===== src/rtl/fft_bank_scheduler.sv =====
// Ping-pong bank scheduler for the FFT input sample buffer: tracks bank fill
// state, steers the writer, streams full banks to the FFT core and counts drops.
module fft_bank_scheduler #(
  parameter int ADDR_W = 10,
  parameter int CNT_W  = 8
) (
  input  logic              clock,
  input  logic              reset,
  input  logic              wr_full,
  input  logic              fft_ready,
  input  logic              clr_overflow,
  output logic              sel_ram,
  output logic              rd_bank,
  output logic              rd_en,
  output logic [ADDR_W-1:0] rd_addr,
  output logic              fft_start,
  output logic              rd_valid,
  output logic              fft_last,
  output logic              overflow,
  output logic [CNT_W-1:0]  frames_dropped
);

  typedef enum logic [1:0] {
    S_IDLE  = 2'd0,
    S_START = 2'd1,
    S_READ  = 2'd2,
    S_DRAIN = 2'd3
  } state_t;

  localparam logic [ADDR_W-1:0] LAST_ADDR = {ADDR_W{1'b1}};
  localparam logic [ADDR_W-1:0] ADDR_ONE  = {{(ADDR_W-1){1'b0}}, 1'b1};
  localparam logic [CNT_W-1:0]  CNT_ONE   = {{(CNT_W-1){1'b0}}, 1'b1};
  localparam logic [CNT_W-1:0]  CNT_MAX   = {CNT_W{1'b1}};

  state_t              r_state;
  state_t              w_state_nxt;
  logic [1:0]          r_full;
  logic [1:0]          w_full_nxt;
  logic [1:0]          w_set_mask;
  logic [1:0]          w_clr_mask;
  logic                r_sel;
  logic                r_rd_bank;
  logic                w_rd_bank_nxt;
  logic                r_rd_en;
  logic [ADDR_W-1:0]   r_rd_addr;
  logic                r_fft_start;
  logic                r_rd_valid;
  logic                r_fft_last;
  logic                r_overflow;
  logic [CNT_W-1:0]    r_dropped;
  logic                w_other_busy;
  logic                w_drop;
  logic                w_accept;
  logic                w_take;

  // A bank in DRAIN is already free, so only START/READ hold the reader's bank.
  assign w_other_busy = ((r_state == S_START) || (r_state == S_READ)) && (r_rd_bank == ~r_sel);
  assign w_drop       = wr_full && (r_full[~r_sel] || w_other_busy);
  assign w_accept     = wr_full && !w_drop;
  assign w_take       = (r_state == S_IDLE) && (r_full != 2'b00) && fft_ready;

  assign w_set_mask = w_accept ? (r_sel ? 2'b10 : 2'b01) : 2'b00;
  assign w_clr_mask = w_take ? (r_full[1] ? 2'b10 : 2'b01) : 2'b00;
  assign w_full_nxt = (r_full & ~w_clr_mask) | w_set_mask;

  always_comb begin
    w_state_nxt   = r_state;
    w_rd_bank_nxt = r_rd_bank;
    case (r_state)
      S_IDLE: begin
        if (w_take) begin
          w_state_nxt   = S_START;
          w_rd_bank_nxt = r_full[1];
        end else begin
          w_state_nxt   = S_IDLE;
        end
      end
      S_START: w_state_nxt = S_READ;
      S_READ: begin
        if (r_rd_addr == LAST_ADDR) begin
          w_state_nxt = S_DRAIN;
        end else begin
          w_state_nxt = S_READ;
        end
      end
      S_DRAIN: w_state_nxt = S_IDLE;
      default: w_state_nxt = S_IDLE;
    endcase
  end

  always_ff @(posedge clock or posedge reset) begin
    if (reset) begin
      r_state     <= S_IDLE;
      r_full      <= 2'b00;
      r_sel       <= 1'b0;
      r_rd_bank   <= 1'b0;
      r_rd_en     <= 1'b0;
      r_rd_addr   <= {ADDR_W{1'b0}};
      r_fft_start <= 1'b0;
      r_rd_valid  <= 1'b0;
      r_fft_last  <= 1'b0;
    end else begin
      r_state     <= w_state_nxt;
      r_full      <= w_full_nxt;
      r_rd_bank   <= w_rd_bank_nxt;
      if (w_accept) begin
        r_sel <= ~r_sel;
      end
      r_fft_start <= (w_state_nxt == S_START);
      r_rd_en     <= (w_state_nxt == S_READ);
      r_rd_addr   <= ((r_state == S_READ) && (w_state_nxt == S_READ)) ? (r_rd_addr + ADDR_ONE)
                                                                      : {ADDR_W{1'b0}};
      r_rd_valid  <= r_rd_en;
      r_fft_last  <= r_rd_en && (r_rd_addr == LAST_ADDR);
    end
  end

  // A drop in the same cycle as a clear wins, leaving a count of one.
  always_ff @(posedge clock or posedge reset) begin
    if (reset) begin
      r_overflow <= 1'b0;
      r_dropped  <= {CNT_W{1'b0}};
    end else if (w_drop) begin
      r_overflow <= 1'b1;
      if (clr_overflow) begin
        r_dropped <= CNT_ONE;
      end else if (r_dropped != CNT_MAX) begin
        r_dropped <= r_dropped + CNT_ONE;
      end
    end else if (clr_overflow) begin
      r_overflow <= 1'b0;
      r_dropped  <= {CNT_W{1'b0}};
    end
  end

  assign sel_ram        = r_sel;
  assign rd_bank        = r_rd_bank;
  assign rd_en          = r_rd_en;
  assign rd_addr        = r_rd_addr;
  assign fft_start      = r_fft_start;
  assign rd_valid       = r_rd_valid;
  assign fft_last       = r_fft_last;
  assign overflow       = r_overflow;
  assign frames_dropped = r_dropped;

endmodule


===== config.mk =====
export PLATFORM = sky130hd
export DESIGN_NAME = fft_bank_scheduler
export DESIGN_NICKNAME = d
export VERILOG_FILES = /design/src/rtl/fft_bank_scheduler.sv
export SDC_FILE = /design/constraint.sdc
export NUM_CORES = 1
export LEC_CHECK = 0
export ABC_AREA = 1
export CAP_MARGIN = 20
export CORE_MARGIN = 2
export CORE_UTILIZATION = 35
export CTS_CLUSTER_SIZE = 20
export DETAILED_ROUTE_END_ITERATION = 12
export MAX_ROUTING_LAYER = met4
export PLACE_DENSITY = 0.62
export RECOVER_POWER = 50
export SLEW_MARGIN = 20
export SYNTH_ARGS = -nofsm -noshare
export SYNTH_HDL_FRONTEND = slang
export SYNTH_SLANG_ARGS = --single-unit

===== constraint.sdc =====
create_clock -name clock -period 1.8 [get_ports clock]
set_input_delay 0.18 -clock clock [delete_from_list [all_inputs] [get_ports clock]]
set_output_delay 0.18 -clock clock [all_outputs]
set_load 0.03 [all_outputs]

### Word level (Yosys, flattened, before mapping)

Cells that the tools add are included.

* register bits: 29
* output and inout bits: 25

* $add $sub $neg: 2
* $lt $le $gt $ge: 1
* equal/unequal tests: 8
* mux-type cells: 16
* bitwise operators: 4
* reductions and logical operators: 16

Operator list (count)
* $mux 8: 4
* $add 10x1->10 const B: 1
* $eq 10x10->1 const B: 1
* $mux 10: 1
* $add 8x1->8 const B: 1
* $mux 2: 4
* $ne 8x8->1 const B: 1
* $pmux 2 s4: 1
* $logic_and 1x1->1: 7
* $eq 2x2->1 const B: 3
* $mux 1: 6
* $reduce_bool 2->1: 3
* $eq 2x1->1 const B: 2
* $reduce_and 2->1: 2
* $and 2x2->2: 1
* $logic_not 2->1: 1
* $logic_or 1x1->1: 2
* $lt 1x2->1 const B: 1
* $not 2->2: 1
* $or 2x2->2: 1
* $eq 1x1->1: 1
* $logic_not 1->1: 1
* $not 1->1: 1

### Depth between registers and ports, before layout

Gate-level depths: netlist (run 1).

* depth in word-level cells: 9
* depth in mapped cells: 9
* mapped depth without buffers: 9

### Worst setup path before layout (run 1)

Ideal clock, no wire load.

* path type: reg-to-reg
* from: register r_rd_addr[0], in the netlist rd_addr[0]
* to: register r_rd_addr[0], in the netlist rd_addr[0]
* library setup time: 0.133 ns
* data arrival time: 1.427 ns
* required time: 1.667 ns
* path slack: 0.239 ns
* stages on the path, launching flop included: 7
* buffers on the path: 0
* clock period less this slack: 1.561 ns
* cells stage by stage: dfrtp_1 ha_1 nand3_2 nor2_4 nand4_4 nand4_4 nor2_2

* cells in the longest elaborated chain, start to end: 6
* elaborated cells on any way between the ends: 7
* classes of those cells: add/sub (1); eq/ne (2); mux (3); reduce/logical (1)

RTL lines
* start, declared: line 45 `logic [ADDR_W-1:0] r_rd_addr;`
* start signal, assigned: line 98 `r_rd_addr <= {ADDR_W{1'b0}};`
* start signal, assigned: line 111 `r_rd_addr <= ((r_state == S_READ) && (w_state_nxt == S_READ)) ? (r_rd_addr + ADDR_ONE)`
* $eq 10x10->1: line 80 `if (r_rd_addr == LAST_ADDR) begin`
* $mux 1: line 80
* $pmux 2 s4: line 69 `case (r_state)`
* $eq 2x2->1: line 111
* $logic_and 1x1->1: line 111
* $mux 10 (*): line 111

Every way passes the cells marked *; elsewhere a longest branch is shown, timed or not.
A chain may end at the register's enable or synchronous reset.

### Worst setup path after layout (run 1)

* from: register r_dropped[0], in the netlist frames_dropped[0]
* to: output frames_dropped[0]

RTL lines
* start, declared: line 50 `logic [CNT_W-1:0] r_dropped;`
* start signal, assigned: line 122 `r_dropped <= {CNT_W{1'b0}};`
* start signal, assigned: line 128 `r_dropped <= r_dropped + CNT_ONE;`
* start signal, assigned: line 132 `r_dropped <= {CNT_W{1'b0}};`
* end, declared: line 20 `output logic [CNT_W-1:0] frames_dropped`

No word-level cell between the ends.

==> summary.txt, run 1 <==
STA
  • Final period utilization: between 90% and 100%
  • Skew final: 2.71 ps
  • Worst Tran Pin Value: roughly 720 ps
  • Hold Vio Cnt, Final: 0
  • Fmax: about 590 MHz
  • Relative slew margins: around half
  • Setup violators final: 0
  • Number of max-slew violations in the final report: 0
  • Min Tclk post-route: 1690 ps
  • RSZ-0062 raised after global routing: false
  • TNS Setup: 0 ps

Finish
  • Share of cells above drive strength 1: about a fifth
  • Fill count: approximately 420
  • Final nets: between 200 and 250
  • Storage cell area: 726 µm²
  • Layout area overhead: 27.5%
  • Multi-input logic area: roughly 780 µm²
  • # diodes: 0
  • Final Cell Area: slightly above 0.002 mm²

Clock network
  • Root buffer cell: clkbuf_8
  • H-Tree Depth: 2
  • Postcts setup bufs: 0
  • Clk slew on worst S/H paths: ~60 ps
  • Clk buf depth: 2
  • CTS buffer count: 5
  • TritonCTS clock tree: yes
  • Post-CTS sizing: 0
  • Cts hold-fix bufs: 0
  • # clock sinks: 29
  • Clk Latency, worst-skew pair: 280 ps

Critical path
  • CP top delay family: buffers and inverters
  • Worst EP required: about 1600 ps
  • Critical Path AT: between 1500 and 2000 ps
  • Reg2reg path depth: 9
  • Worst path cell trace: clkdlybuf4s50_1
  • Reg2reg setup slack: ~240 ps
  • Startpoint types: flop
  • Max incr delay on CP: about 730 ps
  • Critical path class: reg -> out
  • Reg-to-reg endpoint: frames_dropped[0]
  • Crit path buf inv count: 1
  • Critical-path top delay cell: clkdlybuf4s50_1
  • CP Capture Type: output pin
  • Crit-path max FO: 8
  • Worst R2R Start: r_state[1]

Logic synthesis
  • Synth Cell Area: 0.00161 mm²
  • Top-area cell type share of the netlist area: 45.0%
  • Yosys reg bits: 29
  • Gate Count Post-Synth: 179
  • Top_reg_cell synth: dfrtp_1
  • Synth cell types: 28
  • Mean area per synthesized cell: approximately 9.0 µm²
  • Number of synthesized flops with an enable pin: 0
  • Sequential area share after synthesis: a little under half
  • Syn Nets: 189
  • Yosys Warn Count: 0
  • Post-synth top area cell: dfrtp_1
  • Ranking of synthesized cells by area: dfrtp_1 45%, nand2_1 11%, inv_1 5.6%
  • Asr flop ratio synth: 100%

Floorplanning
  • IO Pins: 30
  • Area of the core: roughly 0.0044 mm²
  • Die span in x: about 70 µm
  • Starting Density: 36.8%
  • Row count: 24
  • DIE HEIGHT: slightly above 70 µm
  • Die area: just over 0.005 mm²

Global routing
  • First-pass GRT wire length: roughly 5200 µm
  • Initial antenna violation count: 0
  • Largest net degree at the start of global routing: 30
  • GRT overflow: 0
  • GRT Resource Usage Total: between 10 and 15%
  • Vias in the first global route: 1177

Outcome
  • Status: finished, final reports clean

Route
  • Starting DRC count in detailed routing: 64
  • Total number of vias: roughly 1200
  • Via/cell ratio: roughly 4.6
  • Post-route ant nets: 0
  • 1st-pass router iterations: 4
  • Routed wire per std cell: about 11 µm
  • Final wirelength: 3090 µm
  • DRC: 0

Power and ir drop
  • Leakage dissipation: 0.000980 µW
  • Maximum vdd ir drop: just over 0.0004 V
  • Pwr per Cell Area: 616 mW/mm²

Hold path
  • Worst hold path depth: 0
  • Hold/Removal Path Class: reg -> reg
  • Hold Startpoint: rd_en
  • Worst min-delay path endpoint: rd_valid

Placement
  • I/O Buffers: 29
  • RePlAce Congestion: just under 0.8
  • Area post-placement: roughly 0.0020 mm²
  • DP HPWL: between 2000 and 2500 µm

Job
  • Max-cap viol count: 0
-- stage by stage --
stage	power, µW	setup slack [ps]	cells	util, %	hold slack [ps]
CTS	1290	90.1	269	46.9	278
floorplan	729	239	179	-	258
finish	1270	109	269	46.9	433
global placement	765	250	261	45.1	424
detailed placement	765	247	261	45.1	416
global route	1330	54.4	269	46.9	438
-- cells by family (layout without fill, tap and decap cells) --
| group | Yosys count | in the layout | share of synthesized area [%] |
|---|---|---|---|
| fa+ha+maj | 5 | 5 | 3.88 |
| flops | 29 | 29 | 45.0 |
| buf+inv | 29 | 67 | 6.83 |
| compound gates | 9 | 9 | 3.42 |
| xor+xnor | 7 | 7 | 3.80 |
| simple gates | 100 | 100 | 37.0 |
-- Yosys cell counts (3+ instances only) --
library cell and count:
nand2_4 3, ha_1 5, dfrtp_1 29, nand3_1 5
inv_1 24, a21oi_1 4, nand4_1 8, nor2_2 11
xor2_1 5, nand3_2 5, nand2_1 49, nor2_1 5
inv_2 4, nor2_4 3
-- state kept, by name, indices dropped and copies added (netlist names) --
signal and flops:
rd_addr 10, frames_dropped 8, r_full 2, r_state 2
fft_last 1, fft_start 1, overflow 1, rd_bank 1
rd_en 1, rd_valid 1, sel_ram 1
-- per-layer routing --
layer	global-route usage (%)	up-vias	routed length, µm
met5	-	-	0
met4	5.03	0	46
met3	4.22	5	109
met2	20.1	22	1430
met1	17.2	562	1500
li1	-	636	-
-- power breakdown --
| part | leakage [µW] | switching [µW] | internal, µW |
|---|---|---|---|
| logic | 0.000582 | 50.9 | 29.6 |
| clock network | 0.0000395 | 242 | 274 |
| registers | 0.000359 | 10.7 | 659 |
| total | 0.000980 | 304 | 962 |
-- layout make-up --
cell class	count	area share (%)
timing repair buffer	31	14.7
sequential	29	35.3
clock buffer	8	3.90
tap	52	3.17
inverter	28	5.12
multi-input combinational	121	37.8
-- cell usage in the layout, fill, tap and decap left out, drive strengths merged, types with 2 or more instances in the layout --
| cell type | n |
|---|---|
| ha | 5 |
| o21ai | 2 |
| dfrtp | 29 |
| xor2 | 5 |
| nor3 | 4 |
| a21oi | 4 |
| o21bai | 2 |
| nand2 | 54 |
| nand3 | 11 |
| clkbuf | 9 |
| xnor2 | 2 |
| nand4 | 10 |
| dlygate4sd3 | 5 |
| nor2 | 19 |
| inv | 28 |
| clkdlybuf4s50 | 24 |
-- worst max-delay path by stage --
| stage | depth (start not counted) | end | startpoint |
|---|---|---|---|
| detailed placement | 9 | frames_dropped[3] | r_state[1] |
| finish | 1 | frames_dropped[0] | frames_dropped[0] |
| floorplan | 6 | rd_addr[0] | rd_addr[0] |
| global placement | 9 | frames_dropped[0] | r_state[1] |
| CTS | 1 | frames_dropped[0] | frames_dropped[0] |
| global route | 1 | frames_dropped[0] | frames_dropped[0] |
(Power assumes the default switching activity.)
==> inputs of run 2 (changes only) <==
--- a/config.mk
+++ b/config.mk
@@ -9,7 +9,7 @@
 export CAP_MARGIN = 20
 export CORE_MARGIN = 2
 export CORE_UTILIZATION = 35
-export CTS_CLUSTER_SIZE = 20
+export CTS_CLUSTER_SIZE = 10
 export DETAILED_ROUTE_END_ITERATION = 12
 export MAX_ROUTING_LAYER = met4
 export PLACE_DENSITY = 0.62
==> results of run 2 <==
Final layout, timing and power as in run 1 (identical DEF).
==> inputs of run 3 (changes only) <==
--- a/config.mk
+++ b/config.mk
@@ -7,12 +7,14 @@
 export LEC_CHECK = 0
 export ABC_AREA = 1
 export CAP_MARGIN = 20
+export CELL_PAD_IN_SITES_DETAIL_PLACEMENT = 1
+export CELL_PAD_IN_SITES_GLOBAL_PLACEMENT = 2
 export CORE_MARGIN = 2
-export CORE_UTILIZATION = 35
+export CORE_UTILIZATION = 31
 export CTS_CLUSTER_SIZE = 10
 export DETAILED_ROUTE_END_ITERATION = 12
 export MAX_ROUTING_LAYER = met4
-export PLACE_DENSITY = 0.62
+export PLACE_DENSITY = 0.83
 export RECOVER_POWER = 50
 export SLEW_MARGIN = 20
 export SYNTH_ARGS = -nofsm -noshare
==> run 3 against run 2 <==
Global-route usage is 0.61 points higher. Count of clock-buffer cells in the layout is 1 lower. Power is 2.2% higher. Cell area is 1.8% higher. Sequential share of layout area is 0.61 points lower. First-iteration DRC count is 47% lower. Critical path depth stayed put. Routed wire length is 17% higher. Via count is 5.8% higher. Cell count is 6.7% higher. Combinational power is 4.2% higher.
==> summary.txt, run 3 (synthesized netlist as in run 1, its figures left out) <==
Route
  • Starting DRC count in detailed routing: 34 (-47%)
  • Post-route ant nets: 0 (unchanged)
  • Total number of vias: 1296 (+5.8%)
  • Via/cell ratio: 4.52 (-0.84%)
  • DRC: 0 (unchanged)
  • Routed wire per std cell: 12.6 µm (+9.6%)
  • 1st-pass router iterations: 4 (unchanged)
  • Final wirelength: 3610 µm (+17%)

Finish
  • Commonest non-fill, non-tap cell in the layout: nand2_1
  • Max FFs per register: 10 (unchanged)
  • Most frequent cells in the layout: 49 x nand2_1, 29 x dfrtp_1, 24 x inv_1, 24 x clkdlybuf4s50_1, 11 x nor2_2
  • # diodes: 0 (unchanged)
  • Final Cell Area: 0.00209 mm² (+1.8%)
  • Layout area overhead: 29.7%
  • Share of cells above drive strength 1: 21.2% (+0.92 points)
  • Final nets: 227 (+0.44%)

Power and ir drop
  • P_int: 992 µW (+3.1%)
  • Pwr per Cell Area: 619 mW/mm² (+0.42%)
  • Maximum vdd ir drop: 0.000348 V (-14%)
  • P_sw: 302 µW (-0.73%)
  • Clock Power Share: 41.7% (+0.9 points)
  • Reg power frac: 51.8% (-1.1 points)
  • Leakage dissipation: 0.000989 µW (+0.98%)
  • Comb power frac: 6.5% (about the same)
  • Net Sw Frac: 23.3% (-0.69 points)

Placement
  • Area post-placement: 0.00201 mm² (+1.5%)
  • DP HPWL: 2710 µm (+19%)
  • Pre-CTS setup slack: 217 ps (-29.5 ps)
  • RePlAce Congestion: 0.745 (-3.3%)
  • I/O Buffers: 29 (unchanged)

Critical path
  • Critical Path AT: 1520 ps (about the same)
  • Critical-path top delay cell: clkdlybuf4s50_1
  • Max incr delay on CP: 730 ps (about the same)
  • Worst EP required: 1620 ps (about the same)
  • Worst path cell trace: clkdlybuf4s50_1
  • Critical path class: reg -> out
  • Startpoint types: flop
  • CP top delay family: buffers and inverters
  • Crit path buf inv count: 1 (unchanged)
  • CP Capture Type: output pin
  • Crit-path max FO: 8 (unchanged)

Hold path
  • Hold/Removal Path Class: reg -> reg

Clock network
  • Root buffer cell: clkbuf_8
  • TritonCTS clock tree: yes
  • Cts hold-fix bufs: 0 (unchanged)
  • H-Tree Depth: 2 (unchanged)
  • # clock sinks: 29 (unchanged)
  • Clk buf depth: 2 (unchanged)
  • Clk Latency, worst-skew pair: 280 ps (about the same)
  • Postcts setup bufs: 0 (unchanged)
  • Post-CTS sizing: 0 (unchanged)
  • Clk slew on worst S/H paths: 60 ps (about the same)
  • CTS buffer count: 5 (unchanged)

STA
  • Min Tclk post-route: 1700 ps (+13.4 ps)
  • Worst Tran Pin Value: 743 ps (+22.3 ps)
  • Final period utilization: 94.7% (+0.74 points)
  • TNS Setup: 0 ps (unchanged)
  • Hold Vio Cnt, Final: 0 (unchanged)
  • Setup violators final: 0 (unchanged)
  • Worst setup margin: 95.9 ps (-13.4 ps)
  • Fmax: 587 MHz (-0.79%)
  • Number of max-slew violations in the final report: 0 (unchanged)
  • Relative slew margins: 50.5% (-1.5 points)
  • RSZ-0062 raised after global routing: false
  • Skew final: 2.99 ps (+0.278 ps)

Floorplanning
  • Die span in x: 76.1 µm (+5.9%)
  • DIE HEIGHT: 76.1 µm (+5.9%)
  • Starting Density: 31.8% (-5.0 points)
  • Row count: 26 (+8.3%)
  • Die area: 0.00579 mm² (+12%)
  • IO Pins: 30 (unchanged)
  • Area of the core: 0.00507 mm² (+16%)

Global routing
  • GRT Resource Usage Total: 14.1% (+0.61 points)
  • First-pass GRT wire length: 6330 µm (+22%)
  • Vias in the first global route: 1317 (+12%)
  • GRT overflow: 0 (unchanged)
  • Largest net degree at the start of global routing: 30 (unchanged)
  • Initial antenna violation count: 0 (unchanged)

Outcome
  • Status: finished, final reports clean

Job
  • Max-cap viol count: 0 (unchanged)
## run 3: changes by cell type in the layout (fill, tap and decap cells not counted), sizes merged
cell,before,now
buf,1,2
clkbuf,9,8
## run 3: metrics by stage
step	util (%)	instances	total power [µW]	hold WS [ps]
floorplan	-	179	729	258
global placement	39.5	280	768	412
detailed placement	39.5	280	770	408
CTS	41.2	287	1330	291
global route	41.2	287	1370	436
finish	41.2	287	1290	429
## run 3: per-layer routing
metal,routed length [µm],track usage (%),vias up,part of all wire [%]
li1,-,-,637,-
met1,1760,18.3,631,49
met2,1670,21.5,22,46
met3,117,3.20,6,3.2
met4,64,5.45,0,1.8
met5,0,-,-,0
## run 3: area by class of cell
class	count	area (µm²)
sequential	29	726
timing repair buffer	32	310
multi-input combinational	121	776
inverter	28	105
fill	619	2980
tap	70	87.6
clock buffer	7	86.3
## run 3: power groups by stage
stage / logic (µW) / clock network (µW) / registers, µW
after detailed placement: 87.9 / 0 / 682
after global placement: 86.6 / 0 / 682
after global routing: 91.7 / 603 / 671
final: 83.9 / 540 / 670
after floorplan: 37.0 / 0 / 692
after CTS: 87.7 / 573 / 670
## run 3: path summary, 6_finish.rpt
path,startpoint,to,slack [ps],cells past startpoint
worst min register to register,rd_en,rd_valid,430,0
worst min-delay path,rd_en,rd_valid,430,0
max in group asynchronous,reset,rd_addr[9],780,3
worst max-delay path,frames_dropped[0],frames_dropped[0],100,1
min in group asynchronous,reset,sel_ram,550,3
worst max register to register,r_state[1],frames_dropped[3],220,9
